### config.mk
export PLATFORM = sky130hd
export DESIGN_NAME = regfile_write_port
export DESIGN_NICKNAME = d
export VERILOG_FILES = /design/src/rtl/regfile_write_port_pkg.sv /design/src/rtl/wp_fifo2.sv /design/src/rtl/regfile_write_port.sv
export SDC_FILE = /design/constraint.sdc
export NUM_CORES = 2
export LEC_CHECK = 0
export CAP_MARGIN = 20
export CORE_AREA = 3 3 416 418
export DETAILED_ROUTE_END_ITERATION = 10
export DIE_AREA = 0 0 419 421
export PLACE_DENSITY = 0.47
export REMOVE_ABC_BUFFERS = 1
export SYNTH_ARGS = -nofsm -noshare
export SYNTH_HDL_FRONTEND = slang
export SYNTH_HIERARCHICAL = 1
export SYNTH_SLANG_ARGS = --single-unit
### constraint.sdc
create_clock -name clk -period 5.3 [get_ports clk]
set_input_delay 0.795 -clock clk [delete_from_list [all_inputs] [get_ports clk]]
set_output_delay 0.795 -clock clk [all_outputs]
set_load 0.1 [all_outputs]
### src/rtl/regfile_write_port_pkg.sv
// Shared types and sizes for the register-file write port.
package regfile_write_port_pkg;

  localparam int unsigned REG_COUNT = 32;
  localparam int unsigned ADDR_W    = 5;
  localparam int unsigned DATA_W    = 32;

  typedef enum logic [1:0] {
    IDLE  = 2'd0,
    DRAIN = 2'd1,
    SWEEP = 2'd2
  } wp_state_t;

  typedef struct packed {
    logic [ADDR_W-1:0] addr;
    logic [DATA_W-1:0] data;
  } wr_entry_t;

  function automatic logic [REG_COUNT-1:0] onehot_addr(input logic [ADDR_W-1:0] a);
    return REG_COUNT'(1) << a;
  endfunction

endpackage

### src/rtl/wp_fifo2.sv
// Two-entry FIFO of pending write-back entries; head is valid whenever count_o != 0.
import regfile_write_port_pkg::*;

module wp_fifo2 (
  input  logic       clk,
  input  logic       reset,
  input  logic       push_i,
  input  wr_entry_t  push_data_i,
  input  logic       pop_i,
  output logic [1:0] count_o,
  output wr_entry_t  head_o
);

  wr_entry_t  mem_q [2];
  logic       rd_ptr_q, rd_ptr_d;
  logic       wr_ptr_q, wr_ptr_d;
  logic [1:0] count_q, count_d;
  logic       do_push, do_pop;

  // A push into a full FIFO is only legal when the head leaves on the same edge.
  always_comb begin
    do_pop   = pop_i && (count_q != 2'd0);
    do_push  = push_i && ((count_q != 2'd2) || do_pop);
    rd_ptr_d = rd_ptr_q;
    wr_ptr_d = wr_ptr_q;
    count_d  = count_q;
    if (do_pop)  rd_ptr_d = ~rd_ptr_q;
    if (do_push) wr_ptr_d = ~wr_ptr_q;
    if (do_push && !do_pop)      count_d = count_q + 2'd1;
    else if (do_pop && !do_push) count_d = count_q - 2'd1;
  end

  always_ff @(posedge clk) begin
    if (reset) begin
      rd_ptr_q <= 1'b0;
      wr_ptr_q <= 1'b0;
      count_q  <= 2'd0;
    end else begin
      rd_ptr_q <= rd_ptr_d;
      wr_ptr_q <= wr_ptr_d;
      count_q  <= count_d;
    end
  end

  always_ff @(posedge clk) begin
    if (do_push) mem_q[wr_ptr_q] <= push_data_i;
  end

  assign count_o = count_q;
  assign head_o  = mem_q[rd_ptr_q];

endmodule

### src/rtl/regfile_write_port.sv
// Write side of the 32 x WIDTH register file: queued write-back, one commit per
// cycle, and a drain-then-sweep bulk clear.
import regfile_write_port_pkg::*;

module regfile_write_port #(
  parameter int unsigned WIDTH    = DATA_W,
  parameter int unsigned ZERO_REG = 1
) (
  input  logic              clk,
  input  logic              reset,
  input  logic              wr_valid,
  output logic              wr_ready,
  input  logic [ADDR_W-1:0] wr_addr,
  input  logic [WIDTH-1:0]  wr_data,
  input  logic              clr_req,
  output logic              clr_done,
  output logic              busy,
  output logic [WIDTH-1:0]  Q0,
  output logic [WIDTH-1:0]  Q1,
  output logic [WIDTH-1:0]  Q2,
  output logic [WIDTH-1:0]  Q3,
  output logic [WIDTH-1:0]  Q4,
  output logic [WIDTH-1:0]  Q5,
  output logic [WIDTH-1:0]  Q6,
  output logic [WIDTH-1:0]  Q7,
  output logic [WIDTH-1:0]  Q8,
  output logic [WIDTH-1:0]  Q9,
  output logic [WIDTH-1:0]  Q10,
  output logic [WIDTH-1:0]  Q11,
  output logic [WIDTH-1:0]  Q12,
  output logic [WIDTH-1:0]  Q13,
  output logic [WIDTH-1:0]  Q14,
  output logic [WIDTH-1:0]  Q15,
  output logic [WIDTH-1:0]  Q16,
  output logic [WIDTH-1:0]  Q17,
  output logic [WIDTH-1:0]  Q18,
  output logic [WIDTH-1:0]  Q19,
  output logic [WIDTH-1:0]  Q20,
  output logic [WIDTH-1:0]  Q21,
  output logic [WIDTH-1:0]  Q22,
  output logic [WIDTH-1:0]  Q23,
  output logic [WIDTH-1:0]  Q24,
  output logic [WIDTH-1:0]  Q25,
  output logic [WIDTH-1:0]  Q26,
  output logic [WIDTH-1:0]  Q27,
  output logic [WIDTH-1:0]  Q28,
  output logic [WIDTH-1:0]  Q29,
  output logic [WIDTH-1:0]  Q30,
  output logic [WIDTH-1:0]  Q31
);

  wp_state_t         state_q, state_d;
  logic [ADDR_W-1:0] sweep_cnt_q, sweep_cnt_d;
  logic              clr_done_q, clr_done_d;
  logic [1:0]        fifo_count;
  wr_entry_t         fifo_head;
  wr_entry_t         push_entry;
  logic              push, pop;
  logic [REG_COUNT-1:0] wr_en;
  logic [WIDTH-1:0]  regs_q [REG_COUNT];
  logic [WIDTH-1:0]  regs_d [REG_COUNT];

  always_comb begin
    push_entry.addr = wr_addr;
    push_entry.data = DATA_W'(wr_data);
  end

  wp_fifo2 u_fifo (
    .clk         (clk),
    .reset       (reset),
    .push_i      (push),
    .push_data_i (push_entry),
    .pop_i       (pop),
    .count_o     (fifo_count),
    .head_o      (fifo_head)
  );

  // Next state, handshake and commit control.
  always_comb begin
    state_d     = state_q;
    sweep_cnt_d = sweep_cnt_q;
    clr_done_d  = 1'b0;
    wr_ready    = 1'b0;
    busy        = (state_q != IDLE) || (fifo_count != 2'd0);
    case (state_q)
      IDLE: begin
        wr_ready = (fifo_count < 2'd2);
        if (clr_req) state_d = DRAIN;
      end
      DRAIN: begin
        if (fifo_count == 2'd0) begin
          state_d     = SWEEP;
          sweep_cnt_d = '0;
        end
      end
      SWEEP: begin
        if (sweep_cnt_q == ADDR_W'(REG_COUNT - 1)) begin
          state_d     = IDLE;
          sweep_cnt_d = '0;
          clr_done_d  = 1'b1;
        end else begin
          sweep_cnt_d = sweep_cnt_q + ADDR_W'(1);
        end
      end
      default: state_d = IDLE;
    endcase
    push = wr_valid && wr_ready;
    pop  = (fifo_count != 2'd0);
  end

  always_ff @(posedge clk) begin
    if (reset) begin
      state_q     <= IDLE;
      sweep_cnt_q <= '0;
      clr_done_q  <= 1'b0;
    end else begin
      state_q     <= state_d;
      sweep_cnt_q <= sweep_cnt_d;
      clr_done_q  <= clr_done_d;
    end
  end

  // One-hot commit decode; the sweep clear wins over a commit to the same register.
  always_comb begin
    wr_en = pop ? onehot_addr(fifo_head.addr) : '0;
    if (ZERO_REG != 0) wr_en[0] = 1'b0;
    for (int i = 0; i < REG_COUNT; i++) begin
      regs_d[i] = regs_q[i];
      if ((state_q == SWEEP) && (sweep_cnt_q == ADDR_W'(i))) regs_d[i] = '0;
      else if (wr_en[i])                                     regs_d[i] = WIDTH'(fifo_head.data);
    end
  end

  always_ff @(posedge clk) begin
    if (reset) begin
      for (int i = 0; i < REG_COUNT; i++) regs_q[i] <= '0;
    end else begin
      for (int i = 0; i < REG_COUNT; i++) regs_q[i] <= regs_d[i];
    end
  end

  assign clr_done = clr_done_q;

  assign Q0  = regs_q[0];
  assign Q1  = regs_q[1];
  assign Q2  = regs_q[2];
  assign Q3  = regs_q[3];
  assign Q4  = regs_q[4];
  assign Q5  = regs_q[5];
  assign Q6  = regs_q[6];
  assign Q7  = regs_q[7];
  assign Q8  = regs_q[8];
  assign Q9  = regs_q[9];
  assign Q10 = regs_q[10];
  assign Q11 = regs_q[11];
  assign Q12 = regs_q[12];
  assign Q13 = regs_q[13];
  assign Q14 = regs_q[14];
  assign Q15 = regs_q[15];
  assign Q16 = regs_q[16];
  assign Q17 = regs_q[17];
  assign Q18 = regs_q[18];
  assign Q19 = regs_q[19];
  assign Q20 = regs_q[20];
  assign Q21 = regs_q[21];
  assign Q22 = regs_q[22];
  assign Q23 = regs_q[23];
  assign Q24 = regs_q[24];
  assign Q25 = regs_q[25];
  assign Q26 = regs_q[26];
  assign Q27 = regs_q[27];
  assign Q28 = regs_q[28];
  assign Q29 = regs_q[29];
  assign Q30 = regs_q[30];
  assign Q31 = regs_q[31];

endmodule

==> key figures <==
Synthesis
  • Synth async-reset ratio: 0%
  • Syn Inst Count: 5064
  • Largest family of logic cells by synthesized area: compound AO/OA/AOI/OAI gates
  • Synth Register Bits: 1079
  • Simple-gate portion of the synthesized area: 14.1%
  • Ranking of synthesized cells by area: dfxtp_1 (45%), o31ai_1 (12%), a21oi_1 (11%)
  • XOR/XNOR Fraction of Synth Area: 0.0583%
  • Post-synthesis mux area share: 0.949%
  • Synthesized area per cell: 8.91 sq um
  • Yosys top cell area share: 44.6%
  • Synth area leader: dfxtp_1
  • Post-Synth Adder-Cell Area: 0.194%
  • EDFF count, synth: 74
  • Seq/Total Area, Yosys: 49.5%
  • Main synth FF type: dfxtp_1
  • Synthesized area: 0.0451 sq mm
  • Compound-Gate Fraction of Synth Area: 27.0%
  • Syn. warnings: 6
  • Netlist cell types: 52

STA
  • Worst setup margin: 1.47 ns
  • Worst-Margin Slew: 1.37 ns
  • WHS: 0.465 ns
  • Hold Fails Final Rpt: 0
  • Minimum clock period: 3.83 ns
  • Final setup vio count: 0
  • F_max: 261 MHz
  • Clock Skew: 0.0317 ns
  • Setup TNS: 0 ns
  • Final worst-path cycle share: 72.2%
  • Max-slew headroom: 8.99%
  • Final Max Tran Viols: 0
  • RSZ-0062 raised after global routing: false

Floorplan
  • # rows: 151
  • Die footprint: 0.176 sq mm
  • Core Box Area: 0.169 sq mm
  • Initial Util: 26.6%
  • Die H: 421 um
  • # IOs: 1068
  • Die X: 419 um

Worst setup path
  • Slowest stage delay, CP: 1.14 ns
  • CP Capture Type: output port
  • Worst path cell trace: nor3_1 > buf_4 > nand2b_1 > clkdlybuf4s50_1
  • Buffers plus inverters on the worst setup path: 2
  • Startpoint Class: flip-flop
  • CP Max Fanout: 14
  • Type of the worst setup path: flip-flop to output port
  • CP required: 4.51 ns
  • Worst Path Arrival: 3.03 ns
  • Delay-heaviest family, CP: buffers and inverters
  • Critical-path top delay cell: clkdlybuf4s50_1

Placement
  • Hpwl dp: 149 mm
  • Routability cong.: 0.792
  • Port Buffers: 1035
  • Placed insts: 7646
  • Post-place setup slack: 1.78 ns

Routing
  • Via-to-Cell Ratio: 5.86
  • WL/cell: 31.5 um
  • Remaining DRCs: 0
  • DR vias: 46247
  • Routed wire length: 248 mm
  • Antenna Nets Post-Route: 0
  • Router iterations before antenna repair: 7
  • Iteration-0 DRC count of the detailed router: 4953

Global routing
  • Vias in the first global route: 43036
  • First-pass GRT wire length: 346 mm
  • Largest net degree at the start of global routing: 190
  • Global route total overflow: 0
  • Initial antenna violation count: 27
  • Gr usage total: 26.6%

Job
  • Max-Cap Viols: 0

Power and ir drop
  • Tot Pwr: 30.8 mW
  • Leak: 18.0 nW
  • Power Dens Cells: 506 mW/mm^2
  • Worst vdd ir: 0.365 mV

Clock network
  • H-tree levels: 4
  • Total setup buffers inserted after CTS: 0
  • Clock Path Buffers: 3
  • Num CTS Buffers: 135
  • Clk slew on worst S/H paths: 0.06 ns
  • Sink Count: 1079
  • Clock root buffer: clkbuf_16
  • CTS tree: built
  • Clock Latency Late Sink: 0.79 ns
  • Post-CTS Hold Fix Bufs: 0
  • # resized after CTS: 0

Final layout
  • Layout cell share with drive strength beyond 1: 7.47%
  • Final nets: 5614
  • Non-Filler Instances: 7890
  • Area Growth Syn to Fin: 34.7%
  • Fillcell total: 17152

Outcome
  • Outcome: finished, final reports clean

Worst hold path
  • Hold WC Path Type: flip-flop to flip-flop
[path summary, 6_finish.rpt]
| check | cells after the start | endpoint | from | slack (ns) |
|---|---|---|---|---|
| worst max-delay path | 4 | busy | u_fifo/count_o[1] | 1.47 |
| worst min register to register | 2 | regs_q[0][188] | regs_q[0][188] | 0.47 |
| worst min-delay path | 2 | regs_q[0][188] | regs_q[0][188] | 0.47 |
| worst max register to register | 7 | regs_q[0][444] | flip-flop | 1.82 |
[logic make-up (layout without fill, tap and decap cells)]
kind of cell             count (synthesis)  count (layout)
AO/OA/AOI/OAI                         2035            2035
flip-flops                            1079            1079
AND/OR/NAND/NOR                       1059            1059
buffers and inverters                  842            1408
multiplexers                            38              38
adder cells (fa/ha/maj)                  7               7
XOR/XNOR                                 3               3
other                                    1              43
[cells in the final DEF (no fill, tap or decap), types with 5 or more instances in the layout]
cell,count
mux2_2,34
a21oi_1,998
clkinv_2,12
a21o_1,11
o21ai_1,5
clkbuf_8,15
bufinv_16,7
dfxtp_1,1004
nand3_1,260
buf_12,28
nand4_1,736
inv_6,5
buf_4,107
nor2b_1,6
clkbuf_1,40
conb_1,32
clkbuf_16,138
o31ai_2,10
diode_2,11
o21bai_2,7
clkinv_8,5
nor2_1,8
nand2b_1,7
o21ai_0,253
ha_1,7
o31ai_1,726
clkdlybuf4s50_1,1034
edfxtp_1,74
o21bai_4,12
nand4b_1,5
clkinv_1,5
[layout make-up]
class                           count  area, sq um  share of cell area, %
Inverter                            4         22.5                 0.0371
Multi-Input combinational cell   3174        19500                   32.1
Timing Repair Buffer             1172        11800                   19.4
Antenna cell                       11         27.5                 0.0453
Tap cell                         2218         2780                   4.57
Clock inverter                     39          523                  0.861
Sequential cell                  1079        22300                   36.8
Clock buffer                      193         3810                   6.27
[worst min-delay path, cell delays in order (launching register included)]
cell	delay, ns
dfxtp_1	0.30
o31ai_1	0.06
a21oi_1	0.06
[sequential cells by signal, summed over array words and instances (netlist names), named ones only]
register	flops
u_fifo/rd_ptr_q	1
sweep_cnt_q	5
state_q	2
u_fifo/mem_q	74
u_fifo/count_o	2
regs_q	992
clr_done	1
u_fifo/wr_ptr_q	1
[synth_stat cells, types with 2 or more instances]
cell,count
a21o_1,13
a21oi_1,998
and2_1,2
and3_1,3
and3b_1,3
and4bb_2,2
buf_1,66
buf_2,224
buf_4,39
buf_6,12
clkbuf_1,497
dfxtp_1,1005
edfxtp_1,74
ha_1,7
inv_1,3
mux2_2,38
nand2_1,4
nand2b_1,7
nand3_1,261
nand3b_1,3
nand4_1,736
nand4b_1,5
nor2_1,8
nor2b_1,7
nor3b_1,2
nor3b_2,2
o211a_1,2
o21ai_0,253
o21ai_1,6
o21bai_1,18
o31ai_1,726
o31ai_2,10
or2_2,2
or3_1,3
or3b_1,3
or3b_2,2
xor2_1,3
[per-stage QoR]
stage | area [sq um] | util, %
after detailed placement | 56400 | 33.3
after global routing | 60800 | 35.9
after floorplan | 41600 | -
after global placement | 56300 | 33.2
final | 60800 | 35.9
after CTS | 60700 | 35.8
[where the power goes]
group	internal, mW	total (mW)	switching (mW)
combinational	1.67	12.7	11.0
clock	5.37	9.27	3.90
sequential	8.60	8.84	0.235
[routing by layer]
metal  track usage, %  share of wire (%)
met1             33.0                 39
met2             42.5                 47
met3             5.99                7.2
met4             15.0                6.1
met5                0              0.017
(Power assumes the default switching activity.)
